===== src/rtl/icache_ro.sv =====
// -----------------------------------------------------------------------------
// icache_ro
// Read-only, direct-mapped instruction cache. It answers the processor-side
// ICACHE port driven by the instruction realigner. On a miss it fetches one
// whole 128-bit line from instruction memory. Hits return data in the same
// cycle as the request.
//
// Parameters
//   IDX_W  line index width; the cache holds 2^IDX_W lines
//   TAG_W  tag width; must equal 28 - IDX_W
//
// Ports
//   clk, rst     clock (rising edge) and asynchronous active-high reset
//   proc_read    read request, sampled every cycle
//   proc_write   write request; the cache is read-only, so this is ignored
//   proc_addr    word address {tag, index, word offset[1:0]}
//   proc_wdata   ignored
//   proc_rdata   addressed word of the indexed line (combinational)
//   proc_stall   request cannot be served this cycle (combinational)
//   mem_read     registered line-fill request to memory
//   mem_write    tied low
//   mem_addr     registered line address {tag, index}
//   mem_wdata    tied low
//   mem_rdata    returned line; word k sits in bits [32k+31:32k]
//   mem_ready    one-cycle pulse; mem_rdata is valid in that same cycle
//   miss_count   saturating count of line fills started
// -----------------------------------------------------------------------------
module icache_ro #(
   parameter int IDX_W = 3,
   parameter int TAG_W = 25
) (
   input  logic          clk,
   input  logic          rst,
   input  logic          proc_read,
   input  logic          proc_write,
   input  logic [29:0]   proc_addr,
   input  logic [31:0]   proc_wdata,
   output logic [31:0]   proc_rdata,
   output logic          proc_stall,
   output logic          mem_read,
   output logic          mem_write,
   output logic [27:0]   mem_addr,
   output logic [127:0]  mem_wdata,
   input  logic [127:0]  mem_rdata,
   input  logic          mem_ready,
   output logic [15:0]   miss_count
);

   localparam int LINES = 1 << IDX_W;

   typedef enum logic {
      IDLE  = 1'b0,
      FETCH = 1'b1
   } state_t;

   state_t state, state_nx;

   // Line storage
   logic [LINES-1:0] valid;
   logic [TAG_W-1:0] tag_arr  [LINES];
   logic [127:0]     data_arr [LINES];

   // Request address fields
   logic [1:0]       req_off;
   logic [IDX_W-1:0] req_idx;
   logic [TAG_W-1:0] req_tag;

   // Latched fill target, split back into its index and tag
   logic [IDX_W-1:0] fill_idx;
   logic [TAG_W-1:0] fill_tag;

   logic hit;
   logic start_miss;
   logic fill_done;

   // The cache never writes; these inputs are intentionally left unused.
   logic unused_inputs;
   assign unused_inputs = ^{proc_write, proc_wdata};

   assign mem_write = 1'b0;
   assign mem_wdata = '0;

   assign req_off  = proc_addr[1:0];
   assign req_idx  = proc_addr[IDX_W+1:2];
   assign req_tag  = proc_addr[29:IDX_W+2];

   assign fill_idx = mem_addr[IDX_W-1:0];
   assign fill_tag = mem_addr[27:IDX_W];

   // Lookup and word select. The word is driven whether or not the line hits;
   // the realigner only consumes it when proc_stall is low.
   assign hit        = valid[req_idx] && (tag_arr[req_idx] == req_tag);
   assign proc_rdata = data_arr[req_idx][{req_off, 5'd0} +: 32];

   // Next-state and control decode
   always_comb begin
      // NOTE: every output of this block gets a default first, so no path
      // through the case statement can leave a value held (no latch).
      state_nx   = state;
      proc_stall = 1'b0;
      start_miss = 1'b0;
      fill_done  = 1'b0;

      case (state)
         IDLE: begin
            if (proc_read && !hit) begin
               proc_stall = 1'b1;
               start_miss = 1'b1;
               state_nx   = FETCH;
            end
         end

         FETCH: begin
            // The fill always runs to completion against the latched
            // mem_addr, even if the processor has moved on or dropped
            // its request.
            proc_stall = 1'b1;
            if (mem_ready) begin
               fill_done = 1'b1;
               state_nx  = IDLE;
            end
         end

         default: state_nx = IDLE;
      endcase
   end

   // Control state: FSM, valid bits, memory request and miss counter
   always_ff @(posedge clk or posedge rst) begin
      if (rst) begin
         state      <= IDLE;
         valid      <= '0;
         mem_read   <= 1'b0;
         mem_addr   <= '0;
         miss_count <= '0;
      end else begin
         // NOTE: sequential state uses non-blocking assignments so every
         // flop samples the pre-edge values regardless of statement order.
         state <= state_nx;

         if (start_miss) begin
            mem_read <= 1'b1;
            mem_addr <= {req_tag, req_idx};
            if (miss_count != 16'hFFFF) begin
               miss_count <= miss_count + 16'd1;
            end
         end

         if (fill_done) begin
            mem_read        <= 1'b0;
            valid[fill_idx] <= 1'b1;
         end
      end
   end

   // Tag and data arrays
   // NOTE: the arrays carry no reset; clearing the valid bits is enough to
   // make their contents unobservable, and it keeps them mappable to RAM.
   always_ff @(posedge clk) begin
      if (fill_done) begin
         tag_arr[fill_idx]  <= fill_tag;
         data_arr[fill_idx] <= mem_rdata;
      end
   end

endmodule


===== config.mk =====
export PLATFORM = sky130hd
export DESIGN_NAME = icache_ro
export DESIGN_NICKNAME = d
export VERILOG_FILES = /design/src/rtl/icache_ro.sv
export SDC_FILE = /design/constraint.sdc
export NUM_CORES = 1
export LEC_CHECK = 0
export CORE_ASPECT_RATIO = 0.8
export CORE_MARGIN = 4
export CORE_UTILIZATION = 48
export CTS_BUF_LIST = sky130_fd_sc_hd__clkbuf_4 sky130_fd_sc_hd__clkbuf_8
export DETAILED_ROUTE_END_ITERATION = 8
export HOLD_SLACK_MARGIN = 0.02
export PLACE_DENSITY = 0.79
export SETUP_SLACK_MARGIN = 0.15
export SLEW_MARGIN = 20
export SYNTH_ARGS = -nofsm -noshare
export SYNTH_HDL_FRONTEND = slang
export SYNTH_SLANG_ARGS = --single-unit

===== constraint.sdc =====
create_clock -name clk -period 21.4 [get_ports clk]
set_clock_uncertainty 0.2 [all_clocks]
set_input_delay 4.28 -clock clk [delete_from_list [all_inputs] [get_ports clk]]
set_output_delay 4.28 -clock clk [all_outputs]
set_load 0.03 [all_outputs]

==> impl_metrics.sql, run 1 <==
INSERT INTO impl_metrics (metric_group, metric, value, unit) VALUES
('placed_design', 'detailedPlace.worstSlack', '7800', 'ps'),
('critical_path', 'worstPathCellList', 'buf_8 -> buf_4 -> buf_4 -> mux4_2 -> mux4_2 -> mux2_2 -> clkdlybuf4s50_1', ''),
('synth', 'synth_edf_count', '1224', ''),
('synth', 'synth.most_common_cell', 'edfxtp_1', ''),
('critical_path', 'cp_slowest_stage_delay', '910', 'ps'),
('die', 'die_w', '368', 'um'),
('critical_path', 'timing.critical_path.fanout_max', '87', ''),
('synth', 'synthesis_warnings', '0', ''),
('synth', 'synth_async_sr_flop_share', '0.0423', ''),
('critical_path', 'cp.required', '16920', 'ps'),
('cts', 'cts_tree', 'done', ''),
('critical_path', 'endpoint_kind', 'primary output', ''),
('worst_hold_path', 'holdCritStartpoint', 'valid[4]', ''),
('placed_design', 'dpl.cell_count', '3702', ''),
('detailed_routing', 'drt_first_iter_violations', '2106', ''),
('sta', 'min_period_over_period', '0.629', ''),
('status', 'status', 'finished clean', ''),
('synth', 'yosys.area.top_type_share', '0.737', ''),
('synth', 'netlist-cell-type-count', '43', ''),
('detailed_routing', 'drtAntennaViolNets', '0', ''),
('cts', 'postCtsSetupRepairBufs', '0', ''),
('die', 'dieHeight', '296', 'um'),
('detailed_routing', 'avgRoutedWirePerCell', '25.8', 'um'),
('synth', 'synth-seq-cells', '1278', ''),
('critical_path', 'timing.rr.start', 'state', ''),
('layout', 'area_growth', '14.7', '%'),
('sta', 'slew_violations', '0', ''),
('cts', 'clkSinkCount', '1278', ''),
('sta', 'headroom_to_the_max_slew_limit', '0.288', ''),
('synth', 'synth_seq_area_share', '0.764', ''),
('sta', 'post-route-worst-setup-slack', '7940', 'ps'),
('placed_design', 'dp_hpwl', '57300', 'um'),
('synth', 'most_common_library_cells_after_synthesis', 'edfxtp_1, mux4_2, buf_4, mux2i_1, dfrtp_1', ''),
('synth', 'post_synth_main_area_contributors', 'edfxtp_1, mux4_2, dfrtp_1', ''),
('detailed_routing', 'highest-signal-layer', 'met5', ''),
('grt', 'grt_first_pass_wirelength', '154000', 'um'),
('die', 'rows', '105', ''),
('sta', 'tightestPinTransition', '1070', 'ps'),
('layout', 'layout-drive-gt1-share', '0.292', ''),
('die', 'core_area', '103000', 'um2'),
('cts', 'clockRootBuffer', 'clkbuf_8', ''),
('cts', 'clock_latency_of_the_later_clocked_register_in_the_worst_skew_pair', '840', 'ps'),
('worst_hold_path', 'min_to', 'valid[4]', ''),
('worst_hold_path', 'min-delay-path-class', 'flop to flop', ''),
('cts', 'clk_transition_reported_paths', '60', 'ps'),
('grt', 'groute.usage.overall', '0.192', ''),
('critical_path', 'cp_data_arrival_time', '8980', 'ps'),
('layout', 'finish.net_count', '2698', ''),
('grt', 'antenna_found_initial', '23', ''),
('sta', 'finalCriticalPeriod', '13460', 'ps'),
('power_and_ir_drop', 'ir_drop', '0.0505', 'mV'),
('critical_path', 'critPathSlowestCell', 'buf_4', ''),
('synth', 'synthesis.instances', '2136', ''),
('critical_path', 'reg2reg_setup_slack', '17380', 'ps'),
('critical_path', 'worstRegToRegCells', '5', ''),
('critical_path', 'critical_path.startpoint_type', 'input port', ''),
('die', 'initial_util', '0.485', ''),
('cts', 'cts_repair_resize_count', '0', ''),
('sta', 'tns', '0', 'ps'),
('cts', 'clk_path_buf_depth', '3', ''),
('power_and_ir_drop', 'powerDensity', '94.0', 'nW/um2'),
('detailed_routing', 'via_density_per_instance', '5.55', ''),
('placed_design', 'globalplace.congestion', '0.746', ''),
('cts', 'htree_levels', '4', ''),
('detailed_routing', 'met2_wire_len', '52800', 'um'),
('grt', 'largest_net_degree_at_the_start_of_global_routing', '110', ''),
('detailed_routing', 'detail_route.wirelength', '105000', 'um'),
('cts', 'cts_buffers', '189', ''),
('detailed_routing', 'drt_pass1_iterations', '5', ''),
('grt', 'global_route.overflow_total', '0', ''),
('detailed_routing', 'num_vias', '22600', '');
[sequential cells by signal (all words and copies together), names as in the netlist]
name	cells
data_arr	1024
mem_read	1
tag_arr	200
miss_count	16
state	1
valid	8
mem_addr	28
[where the power goes]
group	switching (mW)	internal, mW
sequential	0.0579	2.88
clock	0.929	1.00
combinational	0.294	0.215
[metrics by stage]
stage	utilization	power, mW	hold WS, ps	instance area (um2)
after global placement	0.519	3.48	247	53400
after floorplan	-	3.33	234	50400
final	0.556	5.38	263	57200
after CTS	0.556	5.45	265	57200
after detailed placement	0.519	3.51	250	53400
after global routing	0.556	5.60	281	57200
[layout by cell type (no fill, tap or decap), types with 4 or more instances in the layout]
master           netlist  final
a21oi_1                9      9
a22oi_1               18     18
and3_1                18     18
buf_4                136     30
buf_6                  7      4
clkbuf_4               0     64
clkbuf_8               0    193
clkdlybuf4s50_1        0    234
clkinv_1               0     51
clkinv_2               0     24
clkinvlp_4             0      4
conb_1                 1    129
dfrtp_1               54     54
diode_2                0     18
edfxtp_1            1224   1224
inv_12                 0      4
inv_8                  0      4
mux2_2                36     36
mux2_4                28     28
mux2i_1               59     59
mux4_2               348    348
nand2_1                7      7
nand2b_1               4      4
nand3_1               10     10
nand4_1                9      9
nor2_1                10      4
nor2_4                 0      6
o22ai_1                4      4
or2_2                  9      9
xnor2_1               13     13
xor2_1                15     15
[worst max-delay path by stage]
stage / startpoint / to / slack, ps / cells after the start
6_report: proc_addr[2] / proc_rdata[22] / 7940 / 7
5_1_grt: proc_addr[2] / proc_rdata[22] / 7480 / 7
4_1_cts: proc_addr[2] / proc_rdata[22] / 7790 / 7
3_5_place_dp: proc_addr[2] / proc_rdata[22] / 7800 / 7
3_3_place_gp: proc_addr[2] / proc_rdata[22] / 7840 / 7
2_1_floorplan: mem_ready / valid[0] / 5130 / 4
[final cells by class]
type | count | area, um2
Inverter | 4 | 15.0
Sequential cell | 1278 | 38100
Fill cell | 7357 | 45600
Clock inverter | 95 | 612
Multi-Input combinational cell | 754 | 10900
Antenna cell | 18 | 45.0
Tap cell | 1391 | 1740
Clock buffer | 257 | 3140
Timing Repair Buffer | 275 | 2720
[cells by family (layout without fill, tap and decap cells)]
| group | Yosys count | count (layout) | synth area share |
|---|---|---|---|
| other cells | 1 | 147 | 0.0000752 |
| xor+xnor | 28 | 28 | 0.00491 |
| buf+inv | 232 | 631 | 0.0296 |
| mux | 473 | 473 | 0.186 |
| simple gates | 80 | 80 | 0.00925 |
| flops | 1278 | 1278 | 0.764 |
| compound gates | 43 | 43 | 0.00632 |
| fa+ha+maj | 1 | 1 | 0.000251 |
[critical path, delay by kind of cell]
| kind | cells | cell delay (ps) |
|---|---|---|
| buf+inv | 4 | 3120 |
| mux | 3 | 1420 |
[layer usage]
layer | global-route usage | up-vias
met5 | 0 | -
met4 | 0.0509 | 18
met3 | 0.0562 | 199
met2 | 0.315 | 863
met1 | 0.255 | 12000
li1 | - | 9548
Note: power is estimated with default switching activity, not from simulation.
==> inputs of run 2 (changes only) <==
- clock period: 21.4 -> 14 ns (I/O delays scaled with it)
==> run 2 against run 1 <==
Compared with the run above: die area stayed put; flip-flop and latch count did not move; first-iteration DRC count grew 6.3%; critical endpoint is now proc_stall; largest power group unchanged.
==> impl_metrics.sql, run 2 (same netlist as run 1, synthesis figures left out) <==
INSERT INTO impl_metrics (metric_group, metric, value, unit) VALUES
('critical_path', 'cp.required', '11000', 'ps'),
('grt', 'grt_use_met2', '0.315', ''),
('grt', 'grt_first_pass_wirelength', '154000', 'um'),
('critical_path', 'cpMostUsedCell', 'buf_4', ''),
('grt', 'antenna_found_initial', '26', ''),
('die', 'io_pins', '402', ''),
('detailed_routing', 'drt_first_iter_violations', '2239', ''),
('critical_path', 'endpoint_kind', 'primary output', ''),
('cts', 'htree_levels', '4', ''),
('grt', 'groute.usage.overall', '0.191', ''),
('critical_path', 'critPathSlowestCell', 'buf_4', ''),
('critical_path', 'type_of_the_worst_setup_path', 'input port to primary output', ''),
('sta', 'min_period_over_period', '0.742', ''),
('sta', 'tightestPinTransition', '1080', 'ps'),
('layout', 'area_growth', '14.7', '%'),
('detailed_routing', 'detail_route.wirelength', '104000', 'um'),
('sta', 'grt_setup_unrepaired', 'false', ''),
('layout', 'fillerInstances', '7346', ''),
('critical_path', 'cpLargestDelayFamily', 'buffers and inverters', ''),
('cts', 'clockRootBuffer', 'clkbuf_8', ''),
('cts', 'cts_repair_resize_count', '0', ''),
('die', 'core_area', '103000', 'um2'),
('cts', 'clk_transition_reported_paths', '60', 'ps'),
('placed_design', 'dp_hpwl', '57400', 'um'),
('detailed_routing', 'route.detailed.drc', '0', ''),
('die', 'die_w', '368', 'um'),
('critical_path', 'critical_path.n_buffers_inverters', '4', ''),
('power_and_ir_drop', 'power.static_leakage', '18.5', 'nW'),
('critical_path', 'critical_path.startpoint_type', 'input port', ''),
('grt', 'largest_net_degree_at_the_start_of_global_routing', '129', ''),
('run', 'drv.max_cap_violation_count', '0', ''),
('detailed_routing', 'drt_pass1_iterations', '5', ''),
('cts', 'clk_path_buf_depth', '3', ''),
('sta', 'fmax', '96.2', 'MHz'),
('layout', 'finish.instance_area', '57300', 'um2'),
('detailed_routing', 'drtAntennaViolNets', '0', ''),
('die', 'rows', '105', ''),
('layout', 'reg_top3', 'data_arr (1024), tag_arr (200), mem_addr (28)', ''),
('sta', 'setup_viol_count_final', '0', ''),
('cts', 'clkSinkCount', '1278', ''),
('sta', 'tns', '0', 'ps'),
('power_and_ir_drop', 'ir_drop', '0.105', 'mV'),
('critical_path', 'cp_slowest_stage_delay', '920', 'ps'),
('die', 'die-area', '109000', 'um2'),
('die', 'initial_util', '0.485', ''),
('cts', 'clock_latency_of_the_later_clocked_register_in_the_worst_skew_pair', '850', 'ps'),
('layout', 'mostFrequentLayoutCells', 'edfxtp_1, mux4_2, clkdlybuf4s50_1', ''),
('power_and_ir_drop', 'powerDensity', '143', 'nW/um2'),
('placed_design', 'globalplace.congestion', '0.722', ''),
('detailed_routing', 'avgRoutedWirePerCell', '25.6', 'um'),
('critical_path', 'timing.critical_path.fanout_max', '96', ''),
('cts', 'cts_tree', 'done', ''),
('grt', 'grtUsageMet3', '0.0523', ''),
('placed_design', 'dpl_cell_area', '53500', 'um2'),
('layout', 'number_of_flip_flops_under_the_largest_register_name', '1024', ''),
('sta', 'post-route-worst-setup-slack', '3610', 'ps'),
('critical_path', 'worstPathCellList', 'buf_8 -> buf_4 -> nor2_1 -> a22o_1 -> a221oi_1 -> xor2_1 -> nor4_2 -> a31oi_1 -> buf_4 -> or2_1 -> clkdlybuf4s50_1', ''),
('sta', 'hold_violations', '0', ''),
('placed_design', 'dpl.cell_count', '3701', ''),
('grt', 'globalRouteMet1Util', '0.248', ''),
('layout', 'finish.cell_count_without_fillers', '4053', ''),
('layout', 'finish.net_count', '2699', ''),
('layout', 'layout-drive-gt1-share', '0.290', ''),
('detailed_routing', 'via_density_per_instance', '5.53', ''),
('power_and_ir_drop', 'power', '8.18', 'mW'),
('layout', 'registers.top_by_ff_count', 'data_arr', ''),
('cts', 'cts_buffers', '187', ''),
('layout', 'final_util', '0.557', ''),
('sta', 'headroom_to_the_max_slew_limit', '0.277', ''),
('die', 'dieHeight', '296', 'um'),
('sta', 'finalCriticalPeriod', '10390', 'ps'),
('cts', 'postCtsSetupRepairBufs', '0', ''),
('critical_path', 'cp_data_arrival_time', '7390', 'ps'),
('detailed_routing', 'num_vias', '22400', ''),
('worst_hold_path', 'min-delay-path-class', 'flop to flop', ''),
('grt', 'busiest_layer', 'met2', ''),
('placed_design', 'port_buffers', '239', ''),
('placed_design', 'detailedPlace.worstSlack', '3500', 'ps'),
('sta', 'slew_violations', '0', ''),
('grt', 'number_of_global_route_vias_before_repair', '23900', ''),
('grt', 'global_route.overflow_total', '0', ''),
('status', 'status', 'finished clean', ''),
('sta', 'fin_worst_hold_slack', '272', 'ps'),
('cts', 'post_cts_hold_buffer_count', '0', ''),
('layout', 'layout_commonest_cell', 'edfxtp_1', '');
==> run 2: changes by cell type in the layout (fill, tap and decap cells not counted), moves of 2 or more <==
cell        previous run  this run
buf_16                 0         2
clkinv_2              24        16
nor3_4                 0         2
buf_12                 3         7
clkinvlp_4             4         7
clkbuf_4              64        60
clkinv_1              51        49
nor3_2                 3         1
diode_2               18        10
buf_6                  4         0
inv_8                  4         2
bufinv_16              3         5
==> run 2: final timing paths <==
| path | cells after the start | slack [ps] | to | start |
|---|---|---|---|---|
| setup / recovery | 11 | 3610 | proc_stall | proc_addr[3] |
| hold / removal | 1 | 270 | valid[4] | valid[4] |
| setup reg to reg | 6 | 9940 | data_arr[1][117] | state |
| hold reg to reg | 1 | 270 | valid[4] | valid[4] |
| max in group asynchronous | 3 | 10780 | mem_addr[15] | rst |
| min in group asynchronous | 3 | 2300 | miss_count[2] | rst |
==> run 2: where the power goes <==
part,switching (mW),internal [mW]
registers,0.0885,4.40
logic,0.448,0.332
clock network,1.37,1.54
total,1.91,6.27
==> run 2: area by class of cell <==
cell class / count / area (um2) / share of cell area
repair buffers: 278 / 2820 / 0.0492
clock buffers: 252 / 3090 / 0.0540
inverters: 4 / 15.0 / 0.000262
well taps: 1391 / 1740 / 0.0304
clock inverters: 86 / 588 / 0.0103
diodes: 10 / 25.0 / 0.000437
multi-input cells: 754 / 10900 / 0.190
flip-flops and latches: 1278 / 38100 / 0.666
==> run 2: per-layer routing <==
metal / up-vias / wire, um
li1: 9536 / -
met1: 11800 / 40500
met2: 874 / 52200
met3: 176 / 8460
met4: 28 / 2250
met5: - / 203
